**src/rtl/cpu_pkg.sv**
```systemverilog
`default_nettype none
// ============================================================================
//  Module      : cpu_pkg
//  Description : Shared constants, types and decode helpers for the
//                instruction-decode stage and its scoreboard.
//                Provides opcode constants, default datapath widths, the
//                ID/EX payload struct, the decode-slot state type and
//                small field-decode functions.
//  Revision    : 1.0 - initial release
// ============================================================================
package cpu_pkg;

    localparam int DATA_W = 32;
    localparam int ADDR_W = 5;
    localparam int NREGS  = 32;

    localparam logic [5:0] OP_RTYPE = 6'h00;
    localparam logic [5:0] OP_J     = 6'h02;
    localparam logic [5:0] OP_BEQ   = 6'h04;
    localparam logic [5:0] OP_BNE   = 6'h05;
    localparam logic [5:0] OP_SW    = 6'h2B;

    typedef enum logic [0:0] {
        S_EMPTY = 1'b0,
        S_FULL  = 1'b1
    } d_state_t;

    typedef struct packed {
        logic [5:0]        op;
        logic [5:0]        funct;
        logic [ADDR_W-1:0] dest;
        logic [DATA_W-1:0] rs_val;
        logic [DATA_W-1:0] rt_val;
        logic [DATA_W-1:0] imm;
    } id_ex_t;

    // Architectural destination; 0 means the instruction writes nothing.
    function automatic logic [ADDR_W-1:0] decode_dest(input logic [31:0] instr);
        logic [5:0] op;
        op = instr[31:26];
        if (op == OP_RTYPE)
            return instr[15:11];
        else if (op == OP_J || op == OP_BEQ || op == OP_BNE || op == OP_SW)
            return '0;
        else
            return instr[20:16];
    endfunction

    function automatic logic uses_rs(input logic [5:0] op);
        return (op != OP_J);
    endfunction

    function automatic logic uses_rt(input logic [5:0] op);
        return (op == OP_RTYPE) || (op == OP_BEQ) || (op == OP_BNE) || (op == OP_SW);
    endfunction

endpackage
`default_nettype wire

```
**src/rtl/id_scoreboard.sv**
```systemverilog
`default_nettype none
// ============================================================================
//  Module      : id_scoreboard
//  Description : Per-register busy bits for in-flight writers and the
//                RAW/WAW hazard check for the instruction in decode.
//  Ports       : clk/rst        clock, async active-high reset
//                i_rs_*/i_rt_*  source addresses and use flags
//                i_dest         destination of decode instruction (0 = none)
//                i_issue        decode instruction issues this cycle
//                i_wb_valid/addr writeback completing this cycle
//                o_hazard       decode instruction must not issue
//  Revision    : 1.0 - initial release
// ============================================================================
module id_scoreboard #(
    parameter int NREGS  = cpu_pkg::NREGS,
    parameter int ADDR_W = cpu_pkg::ADDR_W
)(
    input  logic              clk,
    input  logic              rst,
    input  logic [ADDR_W-1:0] i_rs_addr,
    input  logic              i_rs_use,
    input  logic [ADDR_W-1:0] i_rt_addr,
    input  logic              i_rt_use,
    input  logic [ADDR_W-1:0] i_dest,
    input  logic              i_issue,
    input  logic              i_wb_valid,
    input  logic [ADDR_W-1:0] i_wb_addr,
    output logic              o_hazard
);

    logic [NREGS-1:0] r_busy;
    logic [NREGS-1:0] w_busy_nxt;
    logic             w_rs_haz;
    logic             w_rt_haz;
    logic             w_waw_haz;

    // Clear first, then set: a new writer issuing on the same edge as an
    // older writeback to the same register keeps the bit busy.
    always_comb begin
        w_busy_nxt = r_busy;
        if (i_wb_valid)
            w_busy_nxt[i_wb_addr] = 1'b0;
        if (i_issue && (i_dest != '0))
            w_busy_nxt[i_dest] = 1'b1;
        w_busy_nxt[0] = 1'b0;
    end

    always_ff @(posedge clk or posedge rst) begin
        if (rst)
            r_busy <= '0;
        else
            r_busy <= w_busy_nxt;
    end

    // A source being written back this cycle is satisfied by the bypass;
    // the destination check ignores writeback so write order is preserved.
    assign w_rs_haz  = i_rs_use && r_busy[i_rs_addr] &&
                       !(i_wb_valid && (i_wb_addr == i_rs_addr));
    assign w_rt_haz  = i_rt_use && r_busy[i_rt_addr] &&
                       !(i_wb_valid && (i_wb_addr == i_rt_addr));
    assign w_waw_haz = r_busy[i_dest];
    assign o_hazard  = w_rs_haz || w_rt_haz || w_waw_haz;

endmodule
`default_nettype wire

```
**src/rtl/id_stage.sv**
```systemverilog
`default_nettype none
// ============================================================================
//  Module      : id_stage
//  Description : Instruction-decode stage. Holds one fetched instruction,
//                reads its operands from the register file, stalls on
//                scoreboard hazards and hands decoded operands to execute
//                through a registered valid/ready output. Forwards the
//                writeback port to the register file write port.
//  Ports       : reloj_cucu/reseteate  clock, async active-high reset
//                if_*      fetch handshake and instruction
//                rs_/rt_*  register file read address/data
//                rd_*      register file write port
//                wb_*      writeback from later stages
//                ex_*      registered ID/EX outputs with handshake
//                stall_cnt saturating hazard-stall cycle count
//  Revision    : 1.0 - initial release
// ============================================================================
module id_stage #(
    parameter int DATA_W = cpu_pkg::DATA_W,
    parameter int ADDR_W = cpu_pkg::ADDR_W,
    parameter int NREGS  = cpu_pkg::NREGS
)(
    input  logic              reloj_cucu,
    input  logic              reseteate,
    input  logic              if_valid,
    output logic              if_ready,
    input  logic [31:0]       if_instr,
    output logic [ADDR_W-1:0] rs_addr,
    output logic [ADDR_W-1:0] rt_addr,
    input  logic [DATA_W-1:0] rs_data,
    input  logic [DATA_W-1:0] rt_data,
    output logic [ADDR_W-1:0] rd_addr,
    output logic [DATA_W-1:0] rd_w_data,
    input  logic              wb_valid,
    input  logic [ADDR_W-1:0] wb_addr,
    input  logic [DATA_W-1:0] wb_data,
    output logic              ex_valid,
    input  logic              ex_ready,
    output logic [5:0]        ex_op,
    output logic [5:0]        ex_funct,
    output logic [ADDR_W-1:0] ex_dest,
    output logic [DATA_W-1:0] ex_rs_val,
    output logic [DATA_W-1:0] ex_rt_val,
    output logic [DATA_W-1:0] ex_imm,
    output logic [31:0]       stall_cnt
);

    import cpu_pkg::*;

    d_state_t          r_state;
    d_state_t          w_state_nxt;
    logic [31:0]       r_instr;
    id_ex_t            r_ex;
    logic              r_ex_valid;
    logic [31:0]       r_stall_cnt;

    logic              w_full;
    logic [5:0]        w_op;
    logic [ADDR_W-1:0] w_dest;
    logic              w_use_rs;
    logic              w_use_rt;
    logic              w_hazard;
    logic              w_issue;
    logic              w_load;
    logic              w_if_ready;
    logic              w_rs_byp;
    logic              w_rt_byp;
    id_ex_t            w_ex_nxt;

    assign w_full   = (r_state == S_FULL);
    assign w_op     = r_instr[31:26];
    assign w_dest   = decode_dest(r_instr);
    assign w_use_rs = uses_rs(w_op);
    assign w_use_rt = uses_rt(w_op);

    assign rs_addr  = w_full ? r_instr[25:21] : '0;
    assign rt_addr  = w_full ? r_instr[20:16] : '0;

    assign rd_addr   = wb_valid ? wb_addr : '0;
    assign rd_w_data = wb_data;

    id_scoreboard #(
        .NREGS  (NREGS),
        .ADDR_W (ADDR_W)
    ) u_sb (
        .clk        (reloj_cucu),
        .rst        (reseteate),
        .i_rs_addr  (rs_addr),
        .i_rs_use   (w_use_rs),
        .i_rt_addr  (rt_addr),
        .i_rt_use   (w_use_rt),
        .i_dest     (w_dest),
        .i_issue    (w_issue),
        .i_wb_valid (wb_valid),
        .i_wb_addr  (wb_addr),
        .o_hazard   (w_hazard)
    );

    assign w_issue = w_full && !w_hazard && (!r_ex_valid || ex_ready);

    // Same-cycle writeback of a used source overrides the stale file value.
    assign w_rs_byp = w_use_rs && wb_valid && (wb_addr == rs_addr) && (rs_addr != '0);
    assign w_rt_byp = w_use_rt && wb_valid && (wb_addr == rt_addr) && (rt_addr != '0);

    always_comb begin
        w_ex_nxt        = '0;
        w_ex_nxt.op     = w_op;
        w_ex_nxt.funct  = r_instr[5:0];
        w_ex_nxt.dest   = w_dest;
        w_ex_nxt.rs_val = w_rs_byp ? wb_data : rs_data;
        w_ex_nxt.rt_val = w_rt_byp ? wb_data : rt_data;
        w_ex_nxt.imm    = {{(DATA_W-16){r_instr[15]}}, r_instr[15:0]};
    end

    // Decode-slot FSM: next state and fetch-side ready.
    always_comb begin
        w_state_nxt = r_state;
        w_if_ready  = 1'b1;
        case (r_state)
            S_EMPTY: begin
                w_if_ready = 1'b1;
                if (if_valid)
                    w_state_nxt = S_FULL;
            end
            S_FULL: begin
                w_if_ready = w_issue;
                if (w_issue && !if_valid)
                    w_state_nxt = S_EMPTY;
            end
            default: begin
                w_state_nxt = S_EMPTY;
            end
        endcase
    end

    assign if_ready = w_if_ready;
    assign w_load   = if_valid && w_if_ready;

    always_ff @(posedge reloj_cucu or posedge reseteate) begin
        if (reseteate)
            r_state <= S_EMPTY;
        else
            r_state <= w_state_nxt;
    end

    always_ff @(posedge reloj_cucu or posedge reseteate) begin
        if (reseteate)
            r_instr <= '0;
        else if (w_load)
            r_instr <= if_instr;
    end

    always_ff @(posedge reloj_cucu or posedge reseteate) begin
        if (reseteate) begin
            r_ex_valid <= 1'b0;
            r_ex       <= '0;
        end else if (w_issue) begin
            r_ex_valid <= 1'b1;
            r_ex       <= w_ex_nxt;
        end else if (ex_ready) begin
            r_ex_valid <= 1'b0;
        end
    end

    always_ff @(posedge reloj_cucu or posedge reseteate) begin
        if (reseteate)
            r_stall_cnt <= '0;
        else if (w_full && w_hazard && (r_stall_cnt != 32'hFFFF_FFFF))
            r_stall_cnt <= r_stall_cnt + 32'd1;
    end

    assign ex_valid  = r_ex_valid;
    assign ex_op     = r_ex.op;
    assign ex_funct  = r_ex.funct;
    assign ex_dest   = r_ex.dest;
    assign ex_rs_val = r_ex.rs_val;
    assign ex_rt_val = r_ex.rt_val;
    assign ex_imm    = r_ex.imm;
    assign stall_cnt = r_stall_cnt;

endmodule
`default_nettype wire

```
**config.mk**
```make
export PLATFORM = sky130hd
export DESIGN_NAME = id_stage
export DESIGN_NICKNAME = d
export VERILOG_FILES = /design/src/rtl/cpu_pkg.sv /design/src/rtl/id_scoreboard.sv /design/src/rtl/id_stage.sv
export SDC_FILE = /design/constraint.sdc
export NUM_CORES = 1
export LEC_CHECK = 0
export CORE_MARGIN = 3
export CORE_UTILIZATION = 51
export DETAILED_ROUTE_END_ITERATION = 10
export GPL_TIMING_DRIVEN = 0
export PLACE_DENSITY = 0.95
export SLEW_MARGIN = 20
export SYNTH_ARGS = -nofsm -noshare
export SYNTH_HDL_FRONTEND = slang
export SYNTH_SLANG_ARGS = --single-unit
export TNS_END_PERCENT = 1
```
**constraint.sdc**
```tcl
create_clock -name reloj_cucu -period 17.39 [get_ports reloj_cucu]
set_input_delay 4.3475 -clock reloj_cucu [delete_from_list [all_inputs] [get_ports reloj_cucu]]
set_output_delay 4.3475 -clock reloj_cucu [all_outputs]
set_load 0.05 [all_outputs]
```
# [Word level (Yosys, flattened, before mapping)]
# Cells that the tools add are included.
[word_totals] ff_bits=194 inputBits=138 out_inout_bits=194 elab_cells=95
[op_classes] n_addsub=1 n_lt_le_gt_ge=6 n_eq_ne=8 muxes=25 n_bitwise=4 n_reduce_logical=40
[ops] operator="$mux W32" n=4
[ops] operator="$add A32 B1 Y32 const B" n=1
[ops] operator="$and A32 B32 Y32" n=1
[ops] operator="$ne A32 B32 Y1 const B" n=1
[ops] operator="$not A32 Y32" n=1
[ops] operator="$or A32 B32 Y32" n=1
[ops] operator="$mux W5" n=5
[ops] operator="$lt A5 B6 Y1 const B" n=4
[ops] operator="$logic_and A1 B1 Y1" n=21
[ops] operator="$bmux W1 S5" n=3
[ops] operator="$reduce_bool A5 Y1" n=3
[ops] operator="$eq A6 B3 Y1 const B" n=2
[ops] operator="$demux W1 S5" n=2
[ops] operator="$eq A5 B5 Y1" n=2
[ops] operator="$ge A5 B1 Y1 const B" n=2
[ops] operator="$logic_or A1 B1 Y1" n=9
[ops] operator="$mux W1" n=9
[ops] operator="$eq A6 B2 Y1 const B" n=1
[ops] operator="$eq A6 B6 Y1 const B" n=1
[ops] operator="$logic_not A6 Y1" n=1
[ops] operator="$ne A6 B2 Y1 const B" n=1
[ops] operator="$logic_not A1 Y1" n=5
[ops] operator="$pmux W1 S2" n=2
[ops] operator="$reduce_bool A2 Y1" n=1
[ops] operator="$not A1 Y1" n=1

# [Logic depth before layout (Yosys ltp)]
[logic_depth] ltp_word=15 ltp_mapped=15 ltp_nobuf=10

# [By module]
# A second synthesis with hierarchy kept.
[unflattened] cells_unflattened=1056 area_unflattened_um2=10264.8
[modules_own_cells] module="id_stage" instances=1 cells_each=830 area_each_um2=7980.2 seq_area_each_um2=3928.8
[modules_own_cells] module="id_scoreboard" instances=1 cells_each=226 area_each_um2=2284.7 seq_area_each_um2=775.7

# [Worst setup path before layout]
# OpenSTA, ideal clock, no wires.
[synth_timing] kind="in2out" startpoint="input port wb_addr[3]" endpoint="output port if_ready" arrival_ns=6.654 required_ns=13.042 setup_slack_ns=6.388 stages=11 n_path_buf=2 path_cell_list="clkbuf_1 -> xnor2_1 -> and3_1 -> o21ai_0 -> a2111oi_0 -> nor3_1 -> a31oi_1 -> nand3_1 -> and4bb_2 -> buf_2 -> nand2b_1"
[synth_via] elab_chain_cells=10 elab_cells_between_ends=14
[synth_lines] element="start, declared" line_no="id_stage.sv:35" rtl="input logic [ADDR_W-1:0] wb_addr,"
[synth_lines] element="$eq A5 B5 Y1, on equally long branches" line_no="id_scoreboard.sv:58, id_scoreboard.sv:60"
[synth_lines] element="$logic_and A1 B1 Y1, on equally long branches" line_no="id_scoreboard.sv:58, id_scoreboard.sv:60"
[synth_lines] element="$logic_not A1 Y1, on equally long branches" line_no="id_scoreboard.sv:58, id_scoreboard.sv:60"
[synth_lines] element="$logic_and A1 B1 Y1, on equally long branches" line_no="id_scoreboard.sv:57, id_scoreboard.sv:59"
[synth_lines] element="$logic_or A1 B1 Y1 (*) (2 in a row)" line_no="id_scoreboard.sv:62" rtl="assign o_hazard = w_rs_haz || w_rt_haz || w_waw_haz;"
[synth_lines] element="$logic_not A1 Y1 (*)" line_no="id_stage.sv:99" rtl="assign w_issue = w_full && !w_hazard && (!r_ex_valid || ex_ready);"
[synth_lines] element="$logic_and A1 B1 Y1 (*) (2 in a row)" line_no="id_stage.sv:99"
[synth_lines] element="$pmux W1 S2 (*)" line_no="id_stage.sv:119" rtl="case (r_state)"
[synth_lines] element="end, declared" line_no="id_stage.sv:26" rtl="output logic if_ready,"
# Every way passes the cells marked *; elsewhere a longest branch is shown, timed or not.

# [Worst setup path after layout]
[layout_timing] startpoint="input port wb_addr[4]" endpoint="output port if_ready"
# The elaborated chain is that of the path after synthesis.

==> flow_metrics.py <==
metrics = {
    "outcome": {
        "outcome": "complete, no violations",
    },
    "cts": {
        "cts_tree": "done",
        "htree_num_levels": 4,
        "clkLatencyLatePin_ns": 0.44,
        "cts_root_buf": "clkbuf_16",
        "numCtsBuffers": 17,
        "ctsHoldBuffers": 0,
        "postCtsSetupRepairBufs": 0,
        "cts_resized": 0,
        "path_clk_slew_ns": 0.08,
        "clk_path_buf_depth": 2,
        "clock-sinks": 188,
    },
    "placement": {
        "hpwl_um": 29400,
        "place.port_buffers": 329,
        "gp_congestion": 0.972,
    },
    "synthesis": {
        "synth_edf_count": 0,
        "synthesis.nets": 1187,
        "yosysUniqueCellTypes": 72,
        "ys.flop_type": "dfrtp_1",
        "synth_top_family_by_area": "multiplexers",
        "yosys.area_share.xor_xnor_pct": 2.66,
        "yosys.area_share.adder_pct": 0.119,
        "ys_ff_latch": 188,
        "ys_warn_count": 0,
        "synth_area_per_cell_sq_um": 10.1,
        "ys_seq_area_share_pct": 44.6,
        "synth-simple-area-share_pct": 14.3,
        "synthMuxAreaShare_pct": 16.5,
        "syn_area_sq_um": 10600,
        "synthArstFlopShare_pct": 100,
        "synthCells": 1048,
        "synth_compound_area_share_pct": 14.1,
    },
    "run": {
        "max_cap_violations": 0,
    },
    "global_route": {
        "grt_pass1_vias": 10400,
        "grt_max_degree": 103,
        "antenna_found_initial": 1,
        "overflow": 0,
        "track_usage_pct": 34.2,
        "grt_pass1_wl_um": 58700,
    },
    "timing": {
        "rsz0062_at_grt": "no",
        "fin_skew_ns": 0.0144,
        "maxSlewViolCount": 0,
        "period_needed_ns": 12.51,
        "final.period_utilization_pct": 71.9,
        "setup-violations-final": 0,
        "hold_viol": 0,
        "tns_ns": 0,
        "max_slew.worst_pin.slew_ns": 0.939,
        "fmax_mhz": 80.0,
        "slew_headroom_pct": 37.4,
    },
    "critical_path": {
        "worst-path-max-fanout": 10,
        "cp.required_ns": 13.04,
        "startpoint_type": "primary input",
        "cp.arrival_ns": 8.16,
        "cpMostUsedCell": "clkdlybuf4s50_1",
        "path_cells": "clkdlybuf4s50_1 -> inv_2 -> a221o_1 -> a2111oi_0 -> nor3_1 -> a31oi_1 -> nand3_1 -> and4bb_2 -> buf_2 -> nand2b_1 -> clkdlybuf4s50_1",
        "critPathMaxStageDelay_ns": 0.86,
        "crit_slowest_cell": "clkdlybuf4s50_1",
        "path_class": "primary input to primary output",
        "end_kind": "primary output",
    },
    "die": {
        "start_util_pct": 53.0,
        "die_x_um": 150,
        "io_pins": 332,
        "coreArea_sq_um": 19900,
        "placementRows": 51,
        "die_area_sq_um": 22400,
        "die_y_um": 150,
    },
    "layout": {
        "drive_above_1_share_pct": 14.8,
        "syn_to_final_growth_pct": 40.2,
        "final_common_cell": "clkdlybuf4s50_1",
        "num-fill-cells": 1325,
        "final_cell_mix": "clkdlybuf4s50_1, dfrtp_1, nor2_1",
        "multi_input_area_sq_um": 5030,
        "register_area_sq_um": 4700,
        "fin_nets": 1536,
        "num_antenna_cells": 0,
    },
    "routing": {
        "wl_per_cell_um": 23.7,
        "routed_wl_um": 39700,
        "vias_per_cell": 6.15,
        "num_vias": 10300,
        "ant_nets": 0,
        "drc_errors": 0,
        "dr.pass1.iters": 7,
        "drt_iter0_markers": 1029,
    },
    "min_path": {
        "min_path_type": "flip-flop to flip-flop",
    },
}
[worst max-delay path: cells and delay by family]
kind	cells	cell delay, ns
buffers and inverters	4	1.82
AO/OA/AOI/OAI	3	1.16
AND/OR/NAND/NOR	4	0.82
[worst paths after layout]
kind / cells after the start / slack, ns / endpoint / startpoint
max in group asynchronous: 3 / 12.08 / u_sb.r_busy[12]$_DFF_PP0_ / reseteate
worst min-delay path: 1 / 0.49 / stall_cnt[21]$_DFFE_PP0P_ / stall_cnt[21]$_DFFE_PP0P_
min in group asynchronous: 2 / 4.40 / ex_rs_val[12]$_DFFE_PP0P_ / reseteate
worst min register to register: 1 / 0.49 / stall_cnt[21]$_DFFE_PP0P_ / stall_cnt[21]$_DFFE_PP0P_
worst max-delay path: 11 / 4.88 / if_ready / wb_addr[4]
worst max register to register: 12 / 13.05 / ex_rs_val[0]$_DFFE_PP0P_ / r_state$_DFF_PP0_
[registers in the layout, indices dropped and copies added (netlist names), 5 cells and up]
signal / cells
stall_cnt: 32
u_sb.r_busy: 31
ex_dest: 5
ex_funct: 5
ex_op: 6
ex_rt_val: 32
r_instr: 32
ex_rs_val: 32
ex_imm: 11
[layout make-up]
| class | count | share of cell area (%) |
|---|---|---|
| plain buffers | 123 | 5.09 |
| clock buffers | 20 | 3.09 |
| clock inverters | 12 | 0.846 |
| inverters | 16 | 0.457 |
| multi-input cells | 721 | 34.0 |
| flip-flops and latches | 188 | 31.8 |
| well taps | 265 | 2.24 |
| repair buffers | 330 | 22.4 |
[cells in the mapped netlist (all sizes together), types with 3 or more instances]
cell type  number  share of area (%)
nand4          10               0.59
nand2b         14               0.83
or2             4               0.24
o22a            5               0.42
a221oi          4               0.33
a211oi          7               0.55
xor2           28                2.3
or4             3               0.21
dfrtp         188                 45
a21oi          84                4.0
xnor2           4               0.33
or3             3               0.18
nor4           22                1.4
buf            93                6.1
mux4            8                1.7
mux2           63                7.8
o31ai           4               0.28
mux2i          73                6.9
clkbuf         30                1.1
nor2b           7               0.42
o21ai          82                3.9
and4            3               0.25
nor3           24                1.2
and3            6               0.36
nor3b           4               0.28
nand3          31                1.5
inv            15               0.53
o221ai         10               0.83
and2           10               0.59
nor2           92                3.3
nand2          55                2.1
o22ai          10               0.71
nand3b          8               0.57
a31oi           6               0.36
o211ai          5               0.36
[stage by stage]
stage / cells / util (%) / instance area [sq um] / hold WS, ns / worst slack (ns)
2_1_floorplan: 1048 / - / 10600 / 0.476 / 6.39
4_1_cts: 1675 / 74.3 / 14800 / 0.491 / 5.01
6_report: 1675 / 74.3 / 14800 / 0.492 / 4.88
5_1_grt: 1675 / 74.3 / 14800 / 0.499 / 4.79
3_5_place_dp: 1643 / 71.4 / 14200 / 0.476 / 5.03
3_3_place_gp: 1642 / 71.2 / 14200 / 0.471 / 4.94
[metal layers]
metal / up-vias / GRT usage (%) / share of wire, %
met2: 736 / 54.2 / 48
met3: 136 / 10.1 / 11
met4: 2 / 15.1 / 4.1
met1: 4992 / 43.7 / 37
li1: 4432 / - / -
met5: - / 0 / 0.028
[cells by family after synthesis]
| group | after synthesis |
|---|---|
| xor gates and xnor gates | 32 |
| buffers and inverters | 139 |
| AOI/OAI and AO/OA | 244 |
| adders and majority gates | 1 |
| and+or+nand+nor | 300 |
| muxes | 144 |
| DFF | 188 |
Power is not shown: default switching activity piles up to over one toggle a cycle in this logic, so the estimate is an artifact.
